==> src/rtl/uart_mult_pkg.sv <==
// Shared types and framing constants for the UART multiply responder.
// Optional build macro: RESP_CHECKSUM_EN (see uart_mult_responder.sv).
package uart_mult_pkg;

   typedef enum logic [2:0] {
      IDLE,
      RX_A,
      RX_B,
      RX_END,
      MUL,
      TX_LOAD,
      TX_ACK
   } state_t;

   localparam logic [7:0] STX  = 8'h02;
   localparam logic [7:0] TERM = 8'h0A;
   localparam logic [7:0] NAK  = 8'h15;

endpackage

==> src/rtl/seq_multiplier.sv <==
// Shift-add unsigned multiplier, one partial product per clock.
// done is high during the last step; product is valid while done is high.
module seq_multiplier #(
   parameter int OP_WIDTH = 8
) (
   input  logic                  clk_int,
   input  logic                  uart_reset,
   input  logic                  start,
   input  logic [OP_WIDTH-1:0]   a,
   input  logic [OP_WIDTH-1:0]   b,
   output logic                  done,
   output logic [2*OP_WIDTH-1:0] product
);

   localparam int CW = $clog2(OP_WIDTH + 1);

   logic [2*OP_WIDTH-1:0] mcand;
   logic [2*OP_WIDTH-1:0] acc;
   logic [2*OP_WIDTH-1:0] pp;
   logic [OP_WIDTH-1:0]   mplier;
   logic [CW-1:0]         cnt;

   assign pp      = mplier[0] ? mcand : '0;
   assign product = acc + pp;
   assign done    = (cnt == CW'(1));

   always_ff @(posedge clk_int or posedge uart_reset) begin
      if (uart_reset) begin
         mcand  <= '0;
         acc    <= '0;
         mplier <= '0;
         cnt    <= '0;
      end else if (start) begin
         mcand  <= {{OP_WIDTH{1'b0}}, a};
         acc    <= '0;
         mplier <= b;
         cnt    <= CW'(OP_WIDTH);
      end else if (cnt != '0) begin
         acc    <= product;
         mcand  <= mcand << 1;
         mplier <= mplier >> 1;
         cnt    <= cnt - CW'(1);
      end
   end

endmodule

==> src/rtl/uart_mult_responder.sv <==
// Frame parser, multiplier launch and byte streamer behind uart_rx_tx.
// Define RESP_CHECKSUM_EN to append an XOR checksum byte to product replies.
module uart_mult_responder #(
   parameter int OP_WIDTH       = 8,
   parameter int TIMEOUT_CYCLES = 100000
) (
   input  logic                  clk_int,
   input  logic                  uart_reset,
   input  logic [7:0]            rx_data,
   input  logic                  rx_valid,
   input  logic                  tx_ready,
   output logic [7:0]            tx_data,
   output logic                  tx_start,
   output logic                  busy,
   output logic [2*OP_WIDTH-1:0] result,
   output logic                  result_valid,
   output logic                  frame_err
);

   import uart_mult_pkg::*;

   localparam int NB  = OP_WIDTH / 8;
`ifdef RESP_CHECKSUM_EN
   localparam int NTX = 2 * NB + 1;
`else
   localparam int NTX = 2 * NB;
`endif
   localparam int BW  = $clog2(NB + 1);
   localparam int TW  = $clog2(NTX + 1);
   localparam int CW  = $clog2(TIMEOUT_CYCLES + 1);

   state_t                state, state_nxt;
   logic [OP_WIDTH-1:0]   op_a, op_b;
   logic [BW-1:0]         byte_cnt;
   logic [TW-1:0]         tx_idx;
   logic [CW-1:0]         tmo_cnt;
   logic                  nak;
   logic                  mul_start, mul_done;
   logic [2*OP_WIDTH-1:0] mul_product;
   logic                  in_rx, tmo_hit, op_last, tx_last;
   logic [7:0]            tx_byte;

   assign in_rx     = (state == RX_A) || (state == RX_B) || (state == RX_END);
   assign tmo_hit   = in_rx && !rx_valid && (tmo_cnt == CW'(TIMEOUT_CYCLES - 1));
   assign op_last   = (byte_cnt == BW'(NB - 1));
   assign tx_last   = nak || (tx_idx == TW'(NTX - 1));
   assign mul_start = (state == RX_END) && rx_valid && (rx_data == TERM);
   assign busy      = (state != IDLE);
   assign tx_start  = (state == TX_ACK);

   seq_multiplier #(.OP_WIDTH(OP_WIDTH)) u_mul (
      .clk_int    (clk_int),
      .uart_reset (uart_reset),
      .start      (mul_start),
      .a          (op_a),
      .b          (op_b),
      .done       (mul_done),
      .product    (mul_product)
   );

   always_comb begin
      tx_byte = '0;
      for (int i = 0; i < 2 * NB; i++)
         if (tx_idx == TW'(i))
            tx_byte = result[(2*NB-1-i)*8 +: 8];
`ifdef RESP_CHECKSUM_EN
      if (tx_idx == TW'(2 * NB)) begin
         tx_byte = '0;
         for (int i = 0; i < 2 * NB; i++)
            tx_byte = tx_byte ^ result[i*8 +: 8];
      end
`endif
      if (nak)
         tx_byte = NAK;
   end

   always_comb begin
      state_nxt = state;
      case (state)
         IDLE:    if (rx_valid && rx_data == STX) state_nxt = RX_A;
         RX_A:    if (tmo_hit) state_nxt = IDLE;
                  else if (rx_valid && op_last) state_nxt = RX_B;
         RX_B:    if (tmo_hit) state_nxt = IDLE;
                  else if (rx_valid && op_last) state_nxt = RX_END;
         RX_END:  if (tmo_hit) state_nxt = IDLE;
                  else if (rx_valid)
                     state_nxt = (rx_data == TERM) ? MUL : TX_LOAD;
         MUL:     if (mul_done) state_nxt = TX_LOAD;
         TX_LOAD: if (tx_ready) state_nxt = TX_ACK;
         TX_ACK:  if (!tx_ready) state_nxt = tx_last ? IDLE : TX_LOAD;
         default: state_nxt = IDLE;
      endcase
   end

   always_ff @(posedge clk_int or posedge uart_reset) begin
      if (uart_reset) begin
         state        <= IDLE;
         op_a         <= '0;
         op_b         <= '0;
         byte_cnt     <= '0;
         tx_idx       <= '0;
         tmo_cnt      <= '0;
         nak          <= 1'b0;
         tx_data      <= '0;
         result       <= '0;
         result_valid <= 1'b0;
         frame_err    <= 1'b0;
      end else begin
         state        <= state_nxt;
         result_valid <= 1'b0;
         frame_err    <= tmo_hit;
         // The idle counter only runs inside a frame; any byte reloads it.
         if (in_rx && !rx_valid)
            tmo_cnt <= tmo_cnt + CW'(1);
         else
            tmo_cnt <= '0;
         case (state)
            IDLE: byte_cnt <= '0;
            RX_A:
               if (rx_valid) begin
                  op_a     <= (op_a << 8) | OP_WIDTH'(rx_data);
                  byte_cnt <= op_last ? '0 : byte_cnt + BW'(1);
               end
            RX_B:
               if (rx_valid) begin
                  op_b     <= (op_b << 8) | OP_WIDTH'(rx_data);
                  byte_cnt <= op_last ? '0 : byte_cnt + BW'(1);
               end
            RX_END:
               if (rx_valid) begin
                  nak       <= (rx_data != TERM);
                  frame_err <= (rx_data != TERM);
                  tx_idx    <= '0;
               end
            MUL:
               if (mul_done) begin
                  result       <= mul_product;
                  result_valid <= 1'b1;
               end
            TX_LOAD: tx_data <= tx_byte;
            TX_ACK:
               if (!tx_ready && !tx_last)
                  tx_idx <= tx_idx + TW'(1);
            default: ;
         endcase
      end
   end

endmodule

==> config.mk <==
export PLATFORM = sky130hd
export DESIGN_NAME = uart_mult_responder
export DESIGN_NICKNAME = d
export VERILOG_FILES = /design/src/rtl/uart_mult_pkg.sv /design/src/rtl/seq_multiplier.sv /design/src/rtl/uart_mult_responder.sv
export SDC_FILE = /design/constraint.sdc
export NUM_CORES = 1
export LEC_CHECK = 0
export ABC_AREA = 1
export ABC_CLOCK_PERIOD_IN_PS = 5700
export CORE_MARGIN = 1.5
export CORE_UTILIZATION = 35
export DETAILED_ROUTE_END_ITERATION = 10
export HOLD_SLACK_MARGIN = 0.1
export PLACE_DENSITY = 0.51
export RECOVER_POWER = 50
export SYNTH_ARGS = -nofsm -noshare
export SYNTH_HDL_FRONTEND = slang
export SYNTH_SLANG_ARGS = --single-unit
==> constraint.sdc <==
create_clock -name clk_int -period 5.7 [get_ports clk_int]
set_input_delay 1.14 -clock clk_int [delete_from_list [all_inputs] [get_ports clk_int]]
set_output_delay 1.14 -clock clk_int [all_outputs]
set_load 0.02 [all_outputs]
* Word level (Yosys, flattened, before mapping)
Index checks and enable logic that the tools add are counted.
** Word-level totals
- Register bits after elaboration :: 110
- Input port bits :: 12
- Output and inout bits :: 28
- Logic and storage cells :: 107
** Operators by class
- $add $sub $neg :: 5
- Equal/unequal tests :: 22
- Multiplexer cells :: 36
- Bitwise gates (word level) :: 1
- Reductions and logical operators :: 28
** Operator list (count)
- 2-to-1 mux 16 bit :: 5
- 2-to-1 mux 8 bit :: 5
- 2-to-1 mux 3 bit :: 11
- one-hot mux 3 bit (7 select lines) :: 1
- adder 17 x 1 -> 17 bit, second input constant :: 1
- == test 17 bit, second input constant :: 1
- 2-to-1 mux 17 bit :: 1
- adder 16 bit :: 1
- != test 2 bit, second input constant :: 5
- AND reduction 2 bit :: 5
- == test 3 bit, second input constant :: 3
- == test 8 x 2 -> 1 bit, second input constant :: 1
- == test 8 x 4 -> 1 bit, second input constant :: 1
- 2-to-1 mux 4 bit :: 2
- != test 8 x 4 -> 1 bit, second input constant :: 1
- logical AND 1 bit :: 7
- 2-to-1 mux 1 bit :: 7
- AND reduction 7 bit :: 1
- == test 3 x 2 -> 1 bit, second input constant :: 2
- != test 3 x 2 -> 1 bit, second input constant :: 2
- nonzero test 2 bit :: 3
- == test 4 x 1 -> 1 bit, second input constant :: 1
- 2-to-1 mux 2 bit :: 2
- != test 2 x 1 -> 1 bit, second input constant :: 2
- other kinds (17) :: 21

* Longest topological paths before layout
Gate-level depths: netlist of run 1.
- Depth after elaboration :: 7
- Mapped depth :: 15
- Mapped depth without buffers :: 13

* Cells and area by module
A second synthesis of run 1 with hierarchy kept.
** Second synthesis, totals
- Cells, all modules :: 756
- Area total of the unflattened synthesis :: 5880.6 um^2
** Modules (own cells, without submodules)
- uart_mult_responder :: times used 1, cells an instance 359, area each 3007.9 um^2, sequential area each 1626.6 um^2
- seq_multiplier :: times used 1, cells an instance 397, area each 2872.8 um^2, sequential area each 1101.1 um^2

* Worst setup path before layout of run 1
No wires, ideal clock.
- Path kind :: input -> register
- Start point :: in rx_data[7]
- End point :: reg u_mul.acc[1]
- Setup time :: 117 ps
- Arrival :: 2130 ps
- Data required time :: 5583 ps
- Slack :: 3454 ps
- Cell stages on the path :: 7
- Buffers on the path :: 1
- Cell sequence :: nor4_4 -> nand3_2 -> nand2_4 -> inv_2 -> buf_4 -> nand2_1 -> nand2_1
** On the way
- Word-level cells in the longest chain between the ends :: 3
- Elaborated cells between the ends (all ways) :: 4
- Those cells by class :: eq/ne: 1; mux: 1; reduce/logical: 2
** Ends and longest elaborated chain
- start, declared :: RTL line uart_mult_responder.sv:9 : input logic [7:0] rx_data,
- == test 8 x 4 -> 1 bit (*) :: RTL line uart_mult_responder.sv:47 : assign mul_start = (state == RX_END) && rx_valid && (rx_data == TERM);
- logical AND 1 bit (*) :: RTL line uart_mult_responder.sv:47
- 2-to-1 mux 16 bit or nonzero test 2 bit (tied branches)
- end signal, assigned :: RTL line seq_multiplier.sv:39 : acc <= product;
- end, declared :: RTL line seq_multiplier.sv:18 : logic [2*OP_WIDTH-1:0] acc;
Every way passes the cells marked *; elsewhere a longest branch is shown, timed or not.
A chain may end at the register's enable or synchronous reset.

==> flow_summary.toml, run 1 <==
[outcome]
status = "finished, violations left"
violations = "max-capacitance violations, max-slew violations"

[cts]
cts_tree = "yes"
ctsHtreeMaxLevel = 3
cts_buffers = 9
clock-sinks = 109
clock_latency_ns = 0.35
postCtsResizedCells = 0
post_cts_buffers = 0
clock_path_buffers = 2
clock-root-buffer = "clkbuf_16"
clk_pin_slew_ns = 0.07
ctsHoldBuffers = 0

[power]
switchingPower_w = 0.00148
power_leakage_nw = 3.41
power_w = 0.00352
power_frac_clock = 0.191
sequentialPowerShare = 0.368
pwr-share-comb = 0.440
ir_worst_vdd_v = 0.000161
power.density_nw_per_um2 = 536
swShare = 0.421
p_int_w = 0.00204

[sta]
fmax_mhz = 267
setup_violations = 0
finalSetupTns_ns = 0
drv_slew = 74
slew_headroom = -1.18
layout_setup_ws_ns = 1.95
hold_viol = 0
fin_crit_ns = 3.75
finalCritPeriodShare = 0.657
rsz0062_at_grt = "no"
worst_slew_pin_slew_ns = 3.25
fin_skew_ns = 0.00939

[floorplan]
core_area_um2 = 15900
ios = 40
initial_utilization = 0.359
die_h_um = 131
dieWidth_um = 131
dieArea_um2 = 17100
rows = 46

[synthesis]
yosys_most_used_dff = "dfrtp_1"
ys_types = 34
synth-edff-count = 0
synth.largest_area_cell = "dfrtp_1"
ys_ff_latch = 109
yosys-top-cells-area = "dfrtp_1 48%, nand2_1 16%, nor2_1 5.3%"
yosys-top-cells-count = "238 x nand2_1, 109 x dfrtp_1, 81 x nor2_1"
yosysSeqAreaShare = 0.477
syn_nets = 768
synth_most_common_cell = "nand2_1"
syn-cell-area_um2 = 5720
yosysWarnings = 0
synth_top_area_frac = 0.477
synthCells = 734
syn_area_per_cell_um2 = 7.79
async_reset_ff_frac = 1.00

[drt]
drt_first_pass_iters = 5
antenna_left = 0
wl_per_cell_um = 13.5
via_count = 4728
drc = 0
drt-total-wl_mm = 13.4
viasPerCell = 4.77
drtIter0Drc = 297

[cells_and_area]
stdcell_count = 991
layout.nets = 804
areaGrowthSynthToFinish_pct = 14.8
fillCellCount = 1648
n_antenna_cell = 0
drive_gt1_frac = 0.0323

[global_routing]
grt_max_degree = 74
grt.overflow.total = 0
grt_usage = 0.168
grt_pass1_vias = 4474
antenna_found_initial = 0
grt_pass1_wl_mm = 22.4

[setup_path]
crit_end = "u_mul.mcand[6]"
r2r_end = "result[7]"
worstPathArrival_ns = 4.22
start_kind = "primary input"
path_max_fanout = 73
crit_start = "uart_reset"
r2r_cells = 7
worstReg2RegStart = "state[0]"
r2r_slack_ns = 2.88
worstSetupEndpointType = "async pin"
worstSetupPathType = "primary input to async pin"
required_ns = 6.17

[min_path]
hold_depth = 1
hold_class = "flip-flop to flip-flop"

[placement]
hpwl_mm = 9.86
dpl.cell_count = 975
place_congestion = 0.869
port_buffers = 39
dp_worst_setup_slack_ns = 2.23

[flow_run]
cap_violations = 1
-- cell usage in the layout, fill, tap and decap left out --
master	count
inv_6	1
xnor2_1	4
nand3_2	2
o21bai_1	1
inv_2	4
clkinv_2	2
a211oi_1	1
nand3b_1	2
nor3_1	14
a21oi_1	18
buf_4	1
clkinvlp_2	1
dlygate4sd3_1	12
fa_1	1
xor2_1	8
a22oi_1	8
dfrtp_1	109
nand3_1	47
ha_1	21
o21ai_0	43
o22ai_1	14
inv_1	80
a31oi_1	2
nand2_1	240
bufinv_16	2
a2bb2oi_1	3
clkinvlp_4	1
nor3_2	1
nor4_1	1
nor2_1	83
a21o_1	2
clkinv_1	1
clkdlybuf4s50_1	27
clkbuf_1	1
o21ai_1	1
nand4_1	6
clkbuf_16	9
nand2_4	1
-- per-layer routing --
metal,track usage,vias to the layer above,wire length (µm)
li1,-,2417,-
met1,0.239,2203,6890
met2,0.260,95,5860
met3,0.0309,13,433
met4,0.0511,0,180
met5,0,-,0
-- cell type report --
class                      count  area (µm²)  area share
clock buffer                  10         229      0.0349
inverter                      86         324      0.0493
tap                          216         270      0.0412
sequential                   109        2730       0.415
multi-input combinational    524        2530       0.386
clock inverter                 6        86.3      0.0131
timing repair buffer          40         398      0.0606
-- power by group through the flow --
stage	sequential (W)	clock [W]	combinational, W
3_5_place_dp	0.00131	0	0.00158
3_3_place_gp	0.00131	0	0.00155
6_report	0.00130	0.000673	0.00155
2_1_floorplan	0.00132	0	0.00109
5_1_grt	0.00134	0.000730	0.00177
4_1_cts	0.00130	0.000699	0.00158
-- flip-flops by register name (all words and copies together) (netlist names) --
register	flops
state	3
op_b	8
frame_err	1
tx_idx	2
u_mul.acc	16
nak	1
u_mul.mplier	8
tx_data	8
op_a	8
tmo_cnt	17
result	16
u_mul.cnt	4
u_mul.mcand	16
result_valid	1
-- critical path, cell delays in order --
cell and delay (ns):
dlygate4sd3_1 0.55, clkinvlp_2 1.82, buf_4 0.68
-- logic make-up (layout without fill, tap and decap cells) --
logic type,Yosys count,after routing,share of synthesized area
AO/OA/AOI/OAI,93,93,0.0921
XOR/XNOR,12,12,0.0184
adder cells (fa/ha/maj),22,22,0.0494
buffers and inverters,101,142,0.0744
flip-flops,109,109,0.477
AND/OR/NAND/NOR,397,397,0.289
-- worst min-delay path by stage --
stage,from,end,slack [ns]
finish,tmo_cnt[0],tmo_cnt[0],0.46
global route,tmo_cnt[0],tmo_cnt[0],0.51
CTS,tmo_cnt[0],tmo_cnt[0],0.47
detailed placement,tmo_cnt[0],tmo_cnt[0],0.46
global placement,tmo_cnt[0],tmo_cnt[0],0.45
floorplan,tmo_cnt[0],tmo_cnt[0],0.43
-- stage by stage --
| step | hold WS (ns) | cell area, µm² | utilization |
|---|---|---|---|
| floorplan | 0.433 | 5720 | - |
| global placement | 0.446 | 6290 | 0.394 |
| detailed placement | 0.458 | 6290 | 0.394 |
| CTS | 0.469 | 6600 | 0.414 |
| global route | 0.508 | 6570 | 0.412 |
| finish | 0.461 | 6570 | 0.412 |
No activity file was read; power rests on OpenSTA's default activity.
==> run 2: changes to the inputs <==
Settings changed: ABC_CLOCK_PERIOD_IN_PS 5700 to 3500.
Clock period 5.7 ns to 3.5 ns, I/O delays scaled along.
==> run 2 against run 1 <==
Net effect: the run now ends clean; total power rose by 61%; sequential share of layout area barely moved; die area did not move; count of clock-buffer cells in the layout fell by 1; clock skew fell by 0.00055 ns; design area barely moved; largest cell class unchanged; largest power group unchanged.
==> flow_summary.toml, run 2 (synthesis results as in run 1) <==
[power]
power_leakage_nw = 3.38
ir_worst_vdd_v = 0.000273
power.density_nw_per_um2 = 862
power_w = 0.00566

[sta]
slew_headroom = 0.00964
rsz0062_at_grt = "no"
drv_slew = 0
worst_slew_pin_slew_ns = 1.49
hold_viol = 0
fmax_mhz = 383
fin_crit_ns = 2.61
finalSetupTns_ns = 0
fin_skew_ns = 0.00884
finalCritPeriodShare = 0.745
setup_violations = 0

[drt]
drc = 0
drt-total-wl_mm = 13.3
drt_first_pass_iters = 5
drtIter0Drc = 292
via_count = 4746
viasPerCell = 4.78
wl_per_cell_um = 13.4
antenna_left = 0

[cells_and_area]
layout.nets = 805
fillCellCount = 1666
largest_register = "tmo_cnt"
final_cell_mix = "239 x nand2_1, 109 x dfrtp_1, 82 x nor2_1"
n_antenna_cell = 0
largest_register_ffs = 17
areaGrowthSynthToFinish_pct = 14.8
drive_gt1_frac = 0.0387
design_area_um2 = 6570
layout_commonest_cell = "nand2_1"

[placement]
port_buffers = 39
placed_area_um2 = 6310
place_congestion = 0.861
hpwl_mm = 9.71

[floorplan]
die_h_um = 131
core_area_um2 = 15900
dieArea_um2 = 17100
initial_utilization = 0.359
dieWidth_um = 131
rows = 46
ios = 40

[cts]
postCtsResizedCells = 0
clock_path_buffers = 2
clock-root-buffer = "clkbuf_16"
ctsHoldBuffers = 0
clk_pin_slew_ns = 0.08
clock_latency_ns = 0.36
cts_buffers = 9
ctsHtreeMaxLevel = 3
clock-sinks = 109
cts_tree = "yes"
post_cts_buffers = 0

[global_routing]
grt.overflow.total = 0
grt_pass1_vias = 4546
grt_max_degree = 110
grt_pass1_wl_mm = 22.7
grt_usage = 0.170
antenna_found_initial = 0

[setup_path]
worstSetupPathType = "primary input to flip-flop"
slowest_stage = "dlygate4sd3_1"
start_kind = "primary input"
crit_top_cell = "nand2_1"
worstSetupEndpointType = "flip-flop"
path_max_fanout = 11
path_cells = "dlygate4sd3_1 > inv_1 > nand2_1 > nor2_1 > clkbuf_1 > nand4_1 > nand2_1 > nand2_1 > nand2_1 > nand2_1 > nand2_1 > nand2_1"
worstPathArrival_ns = 2.85
required_ns = 3.75
cpPeakStageDelay_ns = 0.63

[min_path]
hold_class = "flip-flop to flip-flop"

[outcome]
status = "finished, final reports clean"

[flow_run]
cap_violations = 0
## run 2: worst paths after layout
check                           startpoint          to  slack, ns  depth (start not counted)
max                               rx_valid    state[0]       0.89                         12
min                             tmo_cnt[0]  tmo_cnt[0]       0.47                          1
max reg2reg                u_mul.mplier[0]  result[14]       0.98                         13
min reg2reg                     tmo_cnt[0]  tmo_cnt[0]       0.47                          1
max in group asynchronous       uart_reset     op_a[3]       1.19                          3
min in group asynchronous       uart_reset  tx_data[2]       1.39                          3
## run 2: final cells by class
class                   instances  area (µm²)  area share
multi-input cells             524        2560       0.390
inverters                      86         327      0.0497
repair buffers                 41         402      0.0612
well taps                     216         270      0.0412
clock inverters                 7        56.3     0.00858
flip-flops and latches        109        2730       0.415
clock buffers                   9         225      0.0343
## run 2: critical path: cells and delay by family
kind,cells,cell delay [ns]
buffers and inverters,3,1.16
AND/OR/NAND/NOR,9,1.01
## run 2: where the power goes
part	total [W]	internal, W	switching, W
registers	0.00211	0.00174	0.000373
logic	0.00255	0.000969	0.00158
clock network	0.000998	0.000494	0.000504
total	0.00566	0.00320	0.00245
## run 2: per-layer routing
layer / GRT usage / share of wire
met5: 0 / 0
met4: 0.0562 / 0.013
met1: 0.248 / 0.52
met3: 0.0244 / 0.029
met2: 0.259 / 0.44
## run 2: metrics by stage
stage          std cells  utilization  worst slack (ns)  hold slack [ns]
6_report             992        0.412             0.892            0.467
3_3_place_gp         976        0.396             0.773            0.448
5_1_grt              992        0.412             0.641            0.487
3_5_place_dp         976        0.396             0.718            0.456
2_1_floorplan        734            -              1.26            0.433
4_1_cts              992        0.413             0.878            0.467
==> run 3: changes to the inputs <==
Settings changed: ABC_CLOCK_PERIOD_IN_PS 3500 to 2200, PLACE_DENSITY 0.51 to 0.53.
Clock period 3.5 ns to 2.2 ns, I/O delays scaled along.
==> run 3 against run 2 <==
Net effect: clock skew rose by 0.0041 ns; critical path type is now flip-flop to flip-flop; count of clock-buffer cells in the layout rose by 1; total power rose by 68%; combinational power rose by 74%; worst hold slack improved by 0.012 ns; sequential share of layout area fell by 1.5 points; worst setup slack got worse by 0.75 ns; die area did not move; first-iteration DRC count fell by 23%; via count rose by 1.7%; non-clock buffer count rose by 24; register-to-register slack got worse by 0.83 ns.
==> flow_summary.toml, run 3 (synthesis results as in run 1) <==
[outcome]
status = "finished, final reports clean"

[drt]
drt_first_pass_iters = 4
drtIter0Drc = 224
viasPerCell = 4.76
wl_per_cell_um = 13.4
drc = 0
via_count = 4828
antenna_left = 0
drt-total-wl_mm = 13.6

[cells_and_area]
layout_commonest_cell = "nand2_1"
n_antenna_cell = 0
layout.nets = 829
fillCellCount = 1654
largest_register = "tmo_cnt"
drive_gt1_frac = 0.0801
final_core_util = 0.427
areaGrowthSynthToFinish_pct = 19.1
largest_register_ffs = 17
final_cell_mix = "237 x nand2_1, 109 x dfrtp_1, 79 x nor2_1, 79 x inv_1, 47 x nand3_1"
design_area_um2 = 6820

[cts]
ctsHoldBuffers = 0
cts_tree = "yes"
clk_pin_slew_ns = 0.08
ctsHtreeMaxLevel = 3
cts_buffers = 9
clock-sinks = 109
clock_path_buffers = 2
clock_latency_ns = 0.35
clock-root-buffer = "clkbuf_16"

[floorplan]
die_h_um = 131
core_area_um2 = 15900
dieArea_um2 = 17100
dieWidth_um = 131
initial_utilization = 0.359
ios = 40
rows = 46

[power]
power.density_nw_per_um2 = 1400
ir_worst_vdd_v = 0.000589
power_leakage_nw = 3.51
power_w = 0.00952

[setup_path]
crit_buf_inv = 3
worstPathArrival_ns = 2.30
crit_start = "u_mul.mplier[0]"
required_ns = 2.44
crit_family = "simple AND/OR/NAND/NOR gates"
path_max_fanout = 13
worstReg2RegStart = "u_mul.mplier[0]"
worstSetupEndpointType = "flip-flop"
slowest_stage = "dfrtp_1"
crit_top_cell = "nand2_1"
path_cells = "buf_6 > nand2_1 > inv_1 > ha_1 > inv_1 > o21ai_0 > nor2_1 > nor2_1 > nor2_1 > nand2_1 > nand2_1 > nand3_1 > nand2_1"
worstSetupPathType = "flip-flop to flip-flop"
cpPeakStageDelay_ns = 0.42
start_kind = "flip-flop"

[sta]
holdWs_ns = 0.478
finalCritPeriodShare = 0.934
slew_headroom = 0.419
fin_crit_ns = 2.05
drv_slew = 0
worst_slew_pin_slew_ns = 0.872
fin_skew_ns = 0.0130
rsz0062_at_grt = "yes"
fmax_mhz = 487
hold_viol = 0
setup_violations = 0

[flow_run]
cap_violations = 0

[min_path]
hold_class = "flip-flop to flip-flop"
min-delay-start = "tmo_cnt[0]"

[global_routing]
grt_pass1_vias = 4698
grt_pass1_wl_mm = 23.2
antenna_found_initial = 0
grt.overflow.total = 0
grt_max_degree = 36
grt_usage = 0.173

[placement]
hpwl_mm = 10.5
place_congestion = 0.862
placed_area_um2 = 6500
port_buffers = 39
## run 3: cell count changes in the layout (fill, tap and decap cells not counted), sizes merged
cell,before,now
buf,0,19
clkbuf,11,17
bufinv,0,2
inv,88,86
dlygate4sd2,0,2
clkinv,2,0
clkdlybuf4s50,37,35
## run 3: per-stage QoR
| step | setup WS, ns | instances | setup TNS (ns) |
|---|---|---|---|
| floorplan | 0.0128 | 734 | 0 |
| global placement | 0.0296 | 998 | 0 |
| detailed placement | -0.0320 | 998 | -0.116 |
| CTS | 0.0239 | 1013 | 0 |
| global route | -0.00535 | 1015 | -0.00535 |
| finish | 0.146 | 1015 | 0 |
## run 3: path summary, 6_finish.rpt
| path | endpoint | slack (ns) | cells past startpoint |
|---|---|---|---|
| max | result[15] | 0.15 | 13 |
| min | tmo_cnt[0] | 0.48 | 1 |
| max reg2reg | result[15] | 0.15 | 13 |
| min reg2reg | tmo_cnt[0] | 0.48 | 1 |
| max in group asynchronous | op_a[7] | 0.33 | 3 |
| min in group asynchronous | tmo_cnt[6] | 0.61 | 2 |
## run 3: what timing repair did
action / CTS / global route
buffers inserted: 0 / 2
resized for setup: 2 / 14
pin swaps: 0 / 3
endpoints found under the setup margin: 2 / 19
## run 3: cell type report
type | count | area (µm²) | share of cell area
Multi-Input combinational cell | 524 | 2620 | 0.384
Tap cell | 216 | 270 | 0.0397
Inverter | 86 | 324 | 0.0475
Timing Repair Buffer | 65 | 564 | 0.0828
Clock inverter | 5 | 83.8 | 0.0123
Sequential cell | 109 | 2730 | 0.400
Clock buffer | 10 | 229 | 0.0336
## run 3: layer usage
layer,part of all wire,up-vias,track usage
met3,0.034,8,0.0334
li1,-,2467,-
met5,0,-,0
met4,0.011,0,0.0485
met2,0.46,84,0.280
met1,0.50,2269,0.237
## run 3: power breakdown
| group | total, W | internal [W] | switching, W |
|---|---|---|---|
| Combinational | 0.00443 | 0.00175 | 0.00269 |
| Clock | 0.00175 | 0.000997 | 0.000752 |
| Sequential | 0.00334 | 0.00277 | 0.000568 |
| Total | 0.00952 | 0.00551 | 0.00401 |
